==> src/rtl/soc_bus_pkg.sv <==
// Shared types and default sizing for the single-outstanding SoC bus fabric.
package soc_bus_pkg;

  localparam int DEF_N_SLAVES       = 4;
  localparam int DEF_ADDR_W         = 32;
  localparam int DEF_DATA_W         = 32;
  localparam int DEF_TIMEOUT_CYCLES = 1024;

  typedef enum logic [1:0] {
    ST_IDLE   = 2'd0,
    ST_ACTIVE = 2'd1,
    ST_RESP   = 2'd2
  } bus_state_e;

  // Saturating 8-bit increment used by the fault counter.
  function automatic logic [7:0] sat_inc8(input logic [7:0] val);
    return (val == 8'hFF) ? val : val + 8'd1;
  endfunction

endpackage

==> src/rtl/soc_bus_decoder.sv <==
// Address decoder: base/mask match, lowest-index priority, read-only write check.
module soc_bus_decoder
  import soc_bus_pkg::*;
#(
  parameter int                          N_SLAVES   = DEF_N_SLAVES,
  parameter int                          ADDR_W     = DEF_ADDR_W,
  parameter int                          SEL_W      = 2,
  parameter logic [N_SLAVES*ADDR_W-1:0]  SLAVE_BASE = '0,
  parameter logic [N_SLAVES*ADDR_W-1:0]  SLAVE_MASK = '1,
  parameter logic [N_SLAVES-1:0]         SLAVE_RO   = '0
) (
  input  logic [ADDR_W-1:0] addr_i,
  input  logic              is_write_i,
  output logic              hit_o,
  output logic [SEL_W-1:0]  sel_o,
  output logic              ro_viol_o
);

  logic sel_ro;

  // Scan from the top index down so the lowest matching slave is the one left standing.
  always_comb begin
    hit_o  = 1'b0;
    sel_o  = '0;
    sel_ro = 1'b0;
    for (int i = N_SLAVES - 1; i >= 0; i--) begin
      if ((addr_i & SLAVE_MASK[i*ADDR_W +: ADDR_W]) ==
          (SLAVE_BASE[i*ADDR_W +: ADDR_W] & SLAVE_MASK[i*ADDR_W +: ADDR_W])) begin
        hit_o  = 1'b1;
        sel_o  = SEL_W'(i);
        sel_ro = SLAVE_RO[i];
      end
    end
  end

  // A write landing on a read-only slave is refused before the slave is ever strobed.
  always_comb begin
    ro_viol_o = hit_o & is_write_i & sel_ro;
  end

endmodule

==> src/rtl/soc_bus_fabric.sv <==
// Single-master to N-slave bus fabric with one transaction in flight,
// slave timeout, and fault capture.
//
// state     | meaning
// ----------+-------------------------------------------------------------
// ST_IDLE   | waiting for m_valid_i; request latched and decoded here
// ST_ACTIVE | s_valid_o[sel] held until s_ready or timeout
// ST_RESP   | m_ready_o pulses for one cycle with m_rdata_o / m_fault_o
module soc_bus_fabric
  import soc_bus_pkg::*;
#(
  parameter int                          N_SLAVES       = DEF_N_SLAVES,
  parameter int                          ADDR_W         = DEF_ADDR_W,
  parameter int                          DATA_W         = DEF_DATA_W,
  parameter logic [N_SLAVES*ADDR_W-1:0]  SLAVE_BASE     = '0,
  parameter logic [N_SLAVES*ADDR_W-1:0]  SLAVE_MASK     = '1,
  parameter logic [N_SLAVES-1:0]         SLAVE_RO       = '0,
  parameter int                          TIMEOUT_CYCLES = DEF_TIMEOUT_CYCLES
) (
  input  logic                       clk_i,
  input  logic                       reset_i,
  input  logic                       m_valid_i,
  input  logic [ADDR_W-1:0]          m_addr_i,
  input  logic [DATA_W/8-1:0]        m_wstrb_i,
  input  logic [DATA_W-1:0]          m_wdata_i,
  output logic                       m_ready_o,
  output logic [DATA_W-1:0]          m_rdata_o,
  output logic                       m_fault_o,
  output logic [N_SLAVES-1:0]        s_valid_o,
  output logic [ADDR_W-1:0]          s_addr_o,
  output logic [DATA_W/8-1:0]        s_wstrb_o,
  output logic [DATA_W-1:0]          s_wdata_o,
  input  logic [N_SLAVES*DATA_W-1:0] s_rdata_i,
  input  logic [N_SLAVES-1:0]        s_ready_i,
  output logic [ADDR_W-1:0]          fault_addr_o,
  output logic [7:0]                 fault_count_o
);

  localparam int STRB_W = DATA_W / 8;
  localparam int SEL_W  = (N_SLAVES > 1) ? $clog2(N_SLAVES) : 1;
  localparam int CNT_W  = $clog2(TIMEOUT_CYCLES);
  localparam logic [CNT_W-1:0] CNT_LAST = CNT_W'(TIMEOUT_CYCLES - 1);

  bus_state_e        state_q, state_d;
  logic [SEL_W-1:0]  sel_q, sel_d;
  logic [ADDR_W-1:0] addr_q, addr_d;
  logic [STRB_W-1:0] wstrb_q, wstrb_d;
  logic [DATA_W-1:0] wdata_q, wdata_d;
  logic [CNT_W-1:0]  cnt_q, cnt_d;
  logic [DATA_W-1:0] rdata_q, rdata_d;
  logic              fault_q, fault_d;
  logic [ADDR_W-1:0] fault_addr_q, fault_addr_d;
  logic [7:0]        fault_cnt_q, fault_cnt_d;

  logic              dec_hit;
  logic [SEL_W-1:0]  dec_sel;
  logic              dec_ro_viol;
  logic [DATA_W-1:0] sel_rdata;
  logic              sel_ready;

  soc_bus_decoder #(
    .N_SLAVES   (N_SLAVES),
    .ADDR_W     (ADDR_W),
    .SEL_W      (SEL_W),
    .SLAVE_BASE (SLAVE_BASE),
    .SLAVE_MASK (SLAVE_MASK),
    .SLAVE_RO   (SLAVE_RO)
  ) u_decoder (
    .addr_i     (m_addr_i),
    .is_write_i (|m_wstrb_i),
    .hit_o      (dec_hit),
    .sel_o      (dec_sel),
    .ro_viol_o  (dec_ro_viol)
  );

  // Pick the selected slave's data and completion; other slaves are invisible.
  always_comb begin
    sel_rdata = '0;
    sel_ready = 1'b0;
    for (int i = 0; i < N_SLAVES; i++) begin
      if (sel_q == SEL_W'(i)) begin
        sel_rdata = s_rdata_i[i*DATA_W +: DATA_W];
        sel_ready = s_ready_i[i];
      end
    end
  end

  // Next-state and datapath updates for the three-state transaction FSM.
  always_comb begin
    state_d      = state_q;
    sel_d        = sel_q;
    addr_d       = addr_q;
    wstrb_d      = wstrb_q;
    wdata_d      = wdata_q;
    cnt_d        = cnt_q;
    rdata_d      = rdata_q;
    fault_d      = fault_q;
    fault_addr_d = fault_addr_q;
    fault_cnt_d  = fault_cnt_q;
    unique case (state_q)
      ST_IDLE: begin
        if (m_valid_i) begin
          addr_d  = m_addr_i;
          wstrb_d = m_wstrb_i;
          wdata_d = m_wdata_i;
          cnt_d   = '0;
          if (dec_hit && !dec_ro_viol) begin
            sel_d   = dec_sel;
            state_d = ST_ACTIVE;
          end else begin
            rdata_d      = '0;
            fault_d      = 1'b1;
            fault_addr_d = m_addr_i;
            fault_cnt_d  = sat_inc8(fault_cnt_q);
            state_d      = ST_RESP;
          end
        end
      end
      ST_ACTIVE: begin
        // Completion wins over timeout when both land in the same cycle.
        if (sel_ready) begin
          rdata_d = sel_rdata;
          fault_d = 1'b0;
          cnt_d   = '0;
          state_d = ST_RESP;
        end else if (cnt_q == CNT_LAST) begin
          rdata_d      = '0;
          fault_d      = 1'b1;
          fault_addr_d = addr_q;
          fault_cnt_d  = sat_inc8(fault_cnt_q);
          cnt_d        = '0;
          state_d      = ST_RESP;
        end else begin
          cnt_d = cnt_q + CNT_W'(1);
        end
      end
      ST_RESP: begin
        state_d = ST_IDLE;
      end
      default: begin
        state_d = ST_IDLE;
      end
    endcase
  end

  // State and datapath registers; reset drops any in-flight transaction.
  always_ff @(posedge clk_i or posedge reset_i) begin
    if (reset_i) begin
      state_q      <= ST_IDLE;
      sel_q        <= '0;
      addr_q       <= '0;
      wstrb_q      <= '0;
      wdata_q      <= '0;
      cnt_q        <= '0;
      rdata_q      <= '0;
      fault_q      <= 1'b0;
      fault_addr_q <= '0;
      fault_cnt_q  <= '0;
    end else begin
      state_q      <= state_d;
      sel_q        <= sel_d;
      addr_q       <= addr_d;
      wstrb_q      <= wstrb_d;
      wdata_q      <= wdata_d;
      cnt_q        <= cnt_d;
      rdata_q      <= rdata_d;
      fault_q      <= fault_d;
      fault_addr_q <= fault_addr_d;
      fault_cnt_q  <= fault_cnt_d;
    end
  end

  // Slave strobe is decoded straight from state so reset removes it immediately.
  always_comb begin
    s_valid_o = '0;
    if (state_q == ST_ACTIVE) begin
      for (int i = 0; i < N_SLAVES; i++) begin
        s_valid_o[i] = (sel_q == SEL_W'(i));
      end
    end
  end

  assign m_ready_o     = (state_q == ST_RESP);
  assign m_rdata_o     = rdata_q;
  assign m_fault_o     = fault_q;
  assign s_addr_o      = addr_q;
  assign s_wstrb_o     = wstrb_q;
  assign s_wdata_o     = wdata_q;
  assign fault_addr_o  = fault_addr_q;
  assign fault_count_o = fault_cnt_q;

endmodule

==> config.mk <==
export PLATFORM = sky130hd
export DESIGN_NAME = soc_bus_fabric
export DESIGN_NICKNAME = d
export VERILOG_FILES = /design/src/rtl/soc_bus_pkg.sv /design/src/rtl/soc_bus_decoder.sv /design/src/rtl/soc_bus_fabric.sv
export SDC_FILE = /design/constraint.sdc
export NUM_CORES = 1
export LEC_CHECK = 0
export CORE_AREA = 2 2 135 137
export CTS_CLUSTER_SIZE = 25
export DETAILED_ROUTE_END_ITERATION = 12
export DIE_AREA = 0 0 137 139
export DONT_BUFFER_PORTS = 1
export PLACE_DENSITY = 0.55
export SKIP_CTS_REPAIR_TIMING = 1
export SLEW_MARGIN = 0
export SYNTH_ARGS = -nofsm -noshare
export SYNTH_HDL_FRONTEND = slang
export SYNTH_SLANG_ARGS = --single-unit
==> constraint.sdc <==
create_clock -name clk_i -period 10.3 [get_ports clk_i]
set_clock_uncertainty 0.05 [all_clocks]
set_input_delay 1.545 -clock clk_i [delete_from_list [all_inputs] [get_ports clk_i]]
set_output_delay 1.545 -clock clk_i [all_outputs]
set_load 0.02 [all_outputs]
==> results of run 1 <==
## worst max-delay path, delay by kind of cell
family	cells	cell delay, ns
simple gates	4	1.85
compound gates	1	0.25
## cells by family after synthesis
family | Yosys count | share of synthesized area [%]
AOI/OAI and AO/OA | 50 | 6.23
xor gates and xnor gates | 11 | 1.49
adders and majority gates | 2 | 0.386
buffers and inverters | 30 | 2.39
DFF | 153 | 59.1
muxes | 133 | 24.8
other | 1 | 0.0578
and+or+nand+nor | 61 | 5.54
## flip-flops by register name (all words and copies together), names as in the netlist
register	flops
fault_addr_o	32
cnt_q	10
s_addr_o	32
s_wstrb_o	4
s_wdata_o	32
state_q	2
m_fault_o	1
m_rdata_o	32
fault_count_o	8
## worst paths after layout
check / from / end / slack (ns) / cells after the start
max in group asynchronous: reset_i / fault_addr_o[29]$_DFFE_PP0P_ / 7.67 / 2
setup reg to reg: cnt_q[0]$_DFFE_PP0P_ / fault_addr_o[28]$_DFFE_PP0P_ / 7.57 / 6
hold reg to reg: cnt_q[6]$_DFFE_PP0P_ / cnt_q[6]$_DFFE_PP0P_ / 0.48 / 1
min in group asynchronous: reset_i / m_rdata_o[7]$_DFFE_PP0P_ / 1.04 / 1
hold / removal: cnt_q[6]$_DFFE_PP0P_ / cnt_q[6]$_DFFE_PP0P_ / 0.48 / 1
setup / recovery: m_addr_i[14] / m_rdata_o[2]$_DFFE_PP0P_ / 6.93 / 5
## layer usage
metal	vias up	track usage, %	part of all wire (%)
li1	1602	-	-
met1	1866	18.9	39
met2	191	25.5	48
met3	18	6.80	11
met4	2	5.97	1.6
met5	-	0	0.11
## synth_stat cells (2+ instances only)
cell type  number  area [um^2]
dfrtp_1       153         3830
mux2_2        100         1130
a22o_1         32          280
mux2_4         30          450
nor2_1         11         41.3
clkbuf_1       10         37.5
nor4_1          9         56.3
o21ai_0         9         45.0
nand2_1         8         30.0
nand3_1         8         40.0
buf_2           7         35.0
xor2_1          7         61.3
inv_1           4         15.0
xnor2_1         4         35.0
buf_1           3         11.3
buf_4           3         22.5
buf_6           3         33.8
mux2_1          3         33.8
nand4_1         3         18.8
nor2b_1         3         18.8
nor3_1          3         15.0
a31oi_1         2         12.5
and2_1          2         12.5
and3_1          2         12.5
ha_1            2         25.0
## power by group
| part | internal (mW) | total, mW | switching, mW |
|---|---|---|---|
| Clock | 0.321 | 0.585 | 0.264 |
| Combinational | 0.0798 | 0.137 | 0.0574 |
| Sequential | 0.670 | 0.827 | 0.157 |
## cell type report
type / instances / area share (%)
flip-flops and latches: 153 / 52.9
multi-input cells: 260 / 34.8
clock buffers: 19 / 6.12
well taps: 229 / 3.96
clock inverters: 13 / 1.50
repair buffers: 4 / 0.415
inverters: 4 / 0.277
## through the flow
step | power [mW] | util (%) | hold slack (ns) | instance area, um^2 | std cells
finish | 1.55 | 41.0 | 0.478 | 7230 | 682
global route | 1.62 | 41.0 | 0.511 | 7230 | 682
CTS | 1.57 | 41.0 | 0.476 | 7230 | 682
detailed placement | 0.978 | 37.8 | 0.464 | 6680 | 650
global placement | 0.969 | 37.8 | 0.454 | 6680 | 650
floorplan | 0.935 | - | 0.421 | 6490 | 443
==> results.sh, run 1 <==
export IMPL_start_kind="input port"
export IMPL_core_um2=17700
export IMPL_hold_path_class="reg -> reg"
export IMPL_synthCells=441
export IMPL_min_period_over_period_pct=32.7
export IMPL_worst_ep_required_time_ns=10.59
export IMPL_final_common_cell="dfrtp_1"
export IMPL_crit_type="in -> reg"
export IMPL_seqCellArea_um2=3830
export IMPL_grt_overflow_total=0
export IMPL_syn_area_um2=6480
export IMPL_clk_latency_ns=0.41
export IMPL_vdd_drop_max_v=0.0000993
export IMPL_die_w_um=137
export IMPL_grt_setup_unrepaired="no"
export IMPL_synth_edff_count=0
export IMPL_worstPathCellList="nor4_1 > nand4_1 > or3_1 > nand2_2 > a22o_1"
export IMPL_htree_levels=4
export IMPL_drive_gt1_share_pct=38.6
export IMPL_initial_core_util_pct=36.7
export IMPL_avgSynthCellArea_um2=14.7
export IMPL_critPathCaptureType="flip-flop"
export IMPL_drv_slew=0
export IMPL_synth_distinct_cells=45
export IMPL_hold_viol_final=0
export IMPL_grt_pass1_wl_mm=23.2
export IMPL_status="finished, final reports clean"
export IMPL_arrival_ns=3.66
export IMPL_avgRoutedWirePerCell_um=22.0
export IMPL_path_clk_slew_ns=0.06
export IMPL_cts_tree="done"
export IMPL_leakage_nw=3.12
export IMPL_ys_seq_elements=153
export IMPL_diodes=0
export IMPL_crit_path_max_incr_delay_ns=0.59
export IMPL_groute_usage_overall_pct=15.9
export IMPL_syn_to_final_growth_pct=11.6
export IMPL_via_count=3679
export IMPL_cp_max_fo=33
export IMPL_fmax_mhz=297
export IMPL_synthFlopType="dfrtp_1"
export IMPL_ys_seq_area_share_pct=59.1
export IMPL_fin_nets=645
export IMPL_p_per_area_nw_per_um2=214
export IMPL_antenna_found_initial=1
export IMPL_place_gp_congestion=0.788
export IMPL_fillers=1651
export IMPL_dp_hpwl_mm=10.3
export IMPL_drt_iter0_markers=114
export IMPL_die_h_um=139
export IMPL_ios=349
export IMPL_grt_max_degree=80
export IMPL_fin_crit_ns=3.37
export IMPL_antenna_left=0
export IMPL_vias_per_cell=5.39
export IMPL_dieArea_um2=19000
export IMPL_first_global_vias=4110
export IMPL_multi_input_area_um2=2520
export IMPL_worst_pin_slew_ns=1.24
export IMPL_tns_ns=0
export IMPL_io_buffers=0
export IMPL_cts_sinks=153
export IMPL_setup_viol=0
export IMPL_mostFrequentLayoutCells="dfrtp_1 (153), mux2_2 (100), a22o_1 (32), mux2_4 (30), clkbuf_16 (17)"
export IMPL_dr_pass1_iters=4
export IMPL_numCtsBuffers=17
export IMPL_dp_slack_ns=6.41
export IMPL_cts_max_path_buffers=2
export IMPL_num_rows=49
export IMPL_cpMaxStageDelayCell="or3_1"
export IMPL_layout_setup_ws_ns=6.93
export IMPL_cap_violations=0
export IMPL_drc=0
export IMPL_yosysWarnings=0
export IMPL_root_buffer="clkbuf_16"
export IMPL_async_reset_ff_share_pct=100
export IMPL_wirelength_mm=15.0
export IMPL_relSlewSlack_pct=17.4
(Power assumes the default switching activity.)
==> inputs of run 2 (changes only) <==
- PLACE_DENSITY: 0.55 -> 0.57
- clock period: 10.3 -> 3 ns (I/O delays scaled with it)
==> run 2 against run 1 <==
Sequential share of layout area decreased by 1.0 points. Sequential power grew to 3.4 times the previous value. Highest routed layer is now met4. Clock power rose to 3.5 times the previous value. Cell count increased by 1.5%. Flip-flop and latch count stayed put. Utilization rose by 0.80 points. Setup slack lost 6.5 ns. Die area did not move. Power increased to 3.5 times the previous value. Register-to-register slack worse by 7.1 ns. Non-clock buffer count increased by 10.
==> results.sh, run 2 (synthesis gave the netlist of run 1 again) <==
export IMPL_hold_path_class="in -> reg"
export IMPL_multi_input_area_um2=2520
export IMPL_die_w_um=137
export IMPL_gr_usage_met2_pct=25.8
export IMPL_drive_gt1_share_pct=39.7
export IMPL_ios=349
export IMPL_grt_max_degree=55
export IMPL_dieArea_um2=19000
export IMPL_cp_top_family="simple AND/OR/NAND/NOR gates"
export IMPL_drc=0
export IMPL_initial_core_util_pct=36.7
export IMPL_leakage_nw=3.19
export IMPL_min_period_over_period_pct=85.3
export IMPL_tns_ns=0
export IMPL_path_clk_slew_ns=0.07
export IMPL_grt_setup_unrepaired="no"
export IMPL_root_buffer="clkbuf_16"
export IMPL_status="finished, final reports clean"
export IMPL_die_h_um=139
export IMPL_fin_nets=655
export IMPL_min_path_cells=1
export IMPL_dr_pass1_iters=4
export IMPL_syn_to_final_growth_pct=13.8
export IMPL_numCtsBuffers=17
export IMPL_cts_max_path_buffers=2
export IMPL_met1_usage_pct=18.0
export IMPL_regToRegStartpoint="cnt_q[0]$_DFFE_PP0P_"
export IMPL_setup_viol=0
export IMPL_drv_slew=0
export IMPL_grt_pass1_wl_mm=22.8
export IMPL_arrival_ns=2.80
export IMPL_vias_per_cell=5.32
export IMPL_crit_path_max_incr_delay_ns=0.46
export IMPL_fmax_mhz=391
export IMPL_dp_hpwl_mm=10.6
export IMPL_hold_path_endpoint="m_rdata_o[24]$_DFFE_PP0P_"
export IMPL_cp_max_fo=8
export IMPL_vdd_drop_max_v=0.000393
export IMPL_htree_levels=4
export IMPL_met3_usage_pct=6.83
export IMPL_worstPathCellList="ha_1 > nand3_1 > o41ai_2 > nor3b_4 > buf_4 > mux2_1"
export IMPL_place_gp_congestion=0.820
export IMPL_holdWs_ns=0.116
export IMPL_fillers=1635
export IMPL_first_global_vias=4064
export IMPL_drt_iter0_markers=108
export IMPL_rrSetupSlack_ns=0.44
export IMPL_grt_busiest_layer="met2"
export IMPL_diodes=0
export IMPL_mostFrequentLayoutCells="dfrtp_1 (153), mux2_2 (100), a22o_1 (32), mux2_4 (30), clkbuf_16 (17)"
export IMPL_wirelength_mm=14.9
export IMPL_clk_latency_ns=0.41
export IMPL_dp_slack_ns=0.382
export IMPL_relSlewSlack_pct=50.4
export IMPL_layout_setup_ws_ns=0.442
export IMPL_avgRoutedWirePerCell_um=21.5
export IMPL_hold_viol_final=0
export IMPL_io_buffers=0
export IMPL_worst_ep_required_time_ns=3.24
export IMPL_p_per_area_nw_per_um2=731
export IMPL_crit_type="reg -> reg"
export IMPL_fin_crit_ns=2.56
export IMPL_antenna_left=0
export IMPL_num_rows=49
export IMPL_hold_path_startpoint="s_rdata_i[24]"
export IMPL_reg2reg_depth=6
export IMPL_worst_pin_slew_ns=0.742
export IMPL_via_count=3679
export IMPL_grt_overflow_total=0
export IMPL_core_um2=17700
export IMPL_cap_violations=0
export IMPL_finalPower_mw=5.39
export IMPL_critPathCaptureType="flip-flop"
export IMPL_r2r_end="fault_addr_o[3]$_DFFE_PP0P_"
export IMPL_seqCellArea_um2=3830
export IMPL_final_common_cell="dfrtp_1"
export IMPL_cts_sinks=153
export IMPL_cp_buffers_inverters=1
export IMPL_antenna_found_initial=1
export IMPL_groute_usage_overall_pct=15.7
export IMPL_start_kind="flip-flop"
export IMPL_cpMaxStageDelayCell="nor3b_4"
export IMPL_cts_tree="done"
-- run 2: cell count changes in the layout (fill, tap and decap cells not counted) --
cell           delta
buf_12            +4
buf_4             +5
bufinv_16         +1
clkbuf_8          -1
clkinv_4          +1
dlygate4sd3_1     +1
inv_8             -1
-- run 2: worst register-to-register path, stage by stage (launching register included) --
cell,delay (ns)
dfrtp_1,0.39
ha_1,0.28
nand3_1,0.20
o41ai_2,0.43
nor3b_4,0.46
buf_4,0.29
mux2_1,0.34
-- run 2: metal layers --
layer | vias to the layer above | wire (um)
met1 | 1849 | 5820
met3 | 19 | 1530
met5 | - | 0
met2 | 193 | 7270
met4 | 0 | 235
li1 | 1618 | -
-- run 2: report_power, final --
group / leakage [nW] / switching [mW] / internal [mW]
sequential: 1.89 / 0.537 / 2.30
combinational: 1.04 / 0.201 / 0.287
clock: 0.261 / 0.906 / 1.16
total: 3.19 / 1.64 / 3.75
-- run 2: how the worst max path moves through the flow --
stage / startpoint / endpoint / slack, ns / cells after the start
4_1_cts: cnt_q[0]$_DFFE_PP0P_ / fault_addr_o[3]$_DFFE_PP0P_ / 0.39 / 6
3_5_place_dp: m_addr_i[14] / m_rdata_o[25]$_DFFE_PP0P_ / 0.38 / 6
5_1_grt: cnt_q[0]$_DFFE_PP0P_ / fault_addr_o[2]$_DFFE_PP0P_ / 0.26 / 6
6_report: cnt_q[0]$_DFFE_PP0P_ / fault_addr_o[3]$_DFFE_PP0P_ / 0.44 / 6
2_1_floorplan: reset_i / cnt_q[0]$_DFFE_PP0P_ / 0.57 / 1
3_3_place_gp: m_addr_i[14] / m_rdata_o[23]$_DFFE_PP0P_ / 0.45 / 6
-- run 2: layout make-up --
type                            instances  share of cell area (%)
Tap cell                              229                    3.89
Inverter                                4                   0.254
Timing Repair Buffer                   14                    2.14
Multi-Input combinational cell        260                    34.1
Clock buffer                           18                    5.82
Clock inverter                         14                    1.87
Sequential cell                       153                    51.9
-- run 2: per-stage QoR --
stage	instances	cell area, um^2	utilization, %
finish	692	7370	41.8
CTS	691	7360	41.7
global placement	659	6800	38.5
floorplan	443	6490	-
global route	692	7370	41.8
detailed placement	659	6800	38.5
==> inputs of run 3 (changes only) <==
- CORE_AREA: 2 2 135 137 -> 2 2 137 139
- DIE_AREA: 0 0 137 139 -> 0 0 139 141
- PLACE_DENSITY: 0.57 -> 0.56
==> run 3 against run 2 <==
Setup slack gained 0.059 ns. Utilization down 1.6 points. Combinational power fell by 2%. Sequential share of layout area rose by 0.29 points. Flip-flop and latch count stayed put. Sequential power about the same. Via count fell by 0.46%. Critical endpoint is now fault_addr_o[2]$_DFFE_PP0P_. Largest cell class unchanged.
==> results.sh, run 3 (synthesis gave the netlist of run 1 again) <==
export IMPL_utilization_pct=40.1
export IMPL_cts_tree="done"
export IMPL_cts_sinks=153
export IMPL_num_rows=50
export IMPL_crit_type="reg -> reg"
export IMPL_clk_latency_ns=0.42
export IMPL_drive_gt1_share_pct=39.5
export IMPL_place_gp_congestion=0.737
export IMPL_fillers=1706
export IMPL_antenna_found_initial=0
export IMPL_leakage_nw=3.17
export IMPL_power_frac_seq_pct=53.1
export IMPL_relSlewSlack_pct=46.3
export IMPL_die_h_um=141
export IMPL_hold_path_class="in -> async"
export IMPL_dp_hpwl_mm=10.3
export IMPL_antenna_left=0
export IMPL_cap_violations=0
export IMPL_core_um2=18300
export IMPL_numCtsBuffers=17
export IMPL_dieArea_um2=19600
export IMPL_cts_max_path_buffers=2
export IMPL_fin_crit_ns=2.50
export IMPL_pwr_share_clk_pct=38.0
export IMPL_wirelength_mm=14.9
export IMPL_placed_cells=660
export IMPL_groute_usage_overall_pct=15.3
export IMPL_p_sw_share_pct=30.7
export IMPL_layout_setup_ws_ns=0.501
export IMPL_setup_viol=0
export IMPL_htree_levels=4
export IMPL_finalPower_mw=5.38
export IMPL_syn_to_final_growth_pct=13.1
export IMPL_p_per_area_nw_per_um2=734
export IMPL_worst_pin_slew_ns=0.806
export IMPL_via_count=3662
export IMPL_internal_power_mw=3.73
export IMPL_mostFrequentLayoutCells="dfrtp_1 (153), mux2_2 (100), a22o_1 (32), mux2_4 (30), clkbuf_16 (17)"
export IMPL_dr_pass1_iters=4
export IMPL_grt_max_degree=154
export IMPL_root_buffer="clkbuf_16"
export IMPL_worst_ep_required_time_ns=3.25
export IMPL_initial_core_util_pct=35.5
export IMPL_diodes=0
export IMPL_vias_per_cell=5.29
export IMPL_drt_iter0_markers=192
export IMPL_finalNonFillerCells=692
export IMPL_drv_slew=0
export IMPL_arrival_ns=2.74
export IMPL_die_w_um=139
export IMPL_status="finished, final reports clean"
export IMPL_grt_overflow_total=0
export IMPL_combPwrFrac_pct=8.9
export IMPL_critPathCaptureType="flip-flop"
export IMPL_final_common_cell="dfrtp_1"
export IMPL_path_clk_slew_ns=0.07
export IMPL_hold_viol_final=0
export IMPL_netSwitchingPower_mw=1.65
export IMPL_cp_max_fo=25
export IMPL_ios=349
export IMPL_min_period_over_period_pct=83.3
export IMPL_fmax_mhz=400
export IMPL_grt_pass1_wl_mm=23.2
export IMPL_first_global_vias=3964
export IMPL_vdd_drop_max_v=0.000399
export IMPL_tns_ns=0
export IMPL_avgRoutedWirePerCell_um=21.5
export IMPL_drc=0
export IMPL_io_buffers=0
export IMPL_fin_nets=650
export IMPL_dp_slack_ns=0.491
export IMPL_grt_setup_unrepaired="no"
export IMPL_start_kind="flip-flop"
[run 3: layer usage]
metal	global-route usage (%)	vias up	share of wire [%]	wire length [um]
li1	-	1611	-	-
met1	18.4	1871	40	5950
met2	24.8	168	49	7330
met3	7.17	12	9.8	1460
met4	4.73	0	1.1	161
met5	0	-	0	0
[run 3: worst max-delay path, cell delays in order (launching register included)]
cell,delay [ns]
dfrtp_1,0.39
ha_1,0.28
nand3_1,0.20
o41ai_2,0.48
nor3b_4,0.35
buf_12,0.26
mux2_1,0.34
[run 3: area by class of cell]
| class | count | area [um^2] | share of cell area [%] |
|---|---|---|---|
| timing repair buffer | 9 | 105 | 1.43 |
| tap | 234 | 293 | 3.99 |
| inverter | 4 | 18.8 | 0.256 |
| multi-input combinational | 260 | 2520 | 34.3 |
| clock inverter | 12 | 105 | 1.43 |
| sequential | 153 | 3830 | 52.2 |
| clock buffer | 20 | 467 | 6.36 |
[run 3: final timing paths]
| kind | startpoint | to | slack [ns] | cells after the start |
|---|---|---|---|---|
| min reg2reg | cnt_q[6]$_DFFE_PP0P_ | cnt_q[6]$_DFFE_PP0P_ | 0.47 | 1 |
| min | reset_i | m_rdata_o[20]$_DFFE_PP0P_ | 0.10 | 2 |
| min in group clk_i | s_rdata_i[17] | m_rdata_o[17]$_DFFE_PP0P_ | 0.11 | 1 |
| max reg2reg | cnt_q[0]$_DFFE_PP0P_ | fault_addr_o[2]$_DFFE_PP0P_ | 0.50 | 6 |
| max | cnt_q[0]$_DFFE_PP0P_ | fault_addr_o[2]$_DFFE_PP0P_ | 0.50 | 6 |
| max in group asynchronous | reset_i | fault_addr_o[6]$_DFFE_PP0P_ | 2.21 | 2 |
[run 3: metrics by stage]
stage	area, um^2	hold slack, ns
finish	7330	0.102
global route	7330	0.0874
floorplan	6490	0.421
detailed placement	6760	0.452
global placement	6760	0.446
CTS	7330	0.0876
[run 3: power groups by stage]
stage	Combinational, mW	Sequential, mW	Clock [mW]
2_1_floorplan	0.417	2.79	0
3_3_place_gp	0.466	2.89	0
3_5_place_dp	0.490	2.90	0
4_1_cts	0.491	2.86	2.11
5_1_grt	0.531	2.89	2.22
6_report	0.480	2.85	2.05
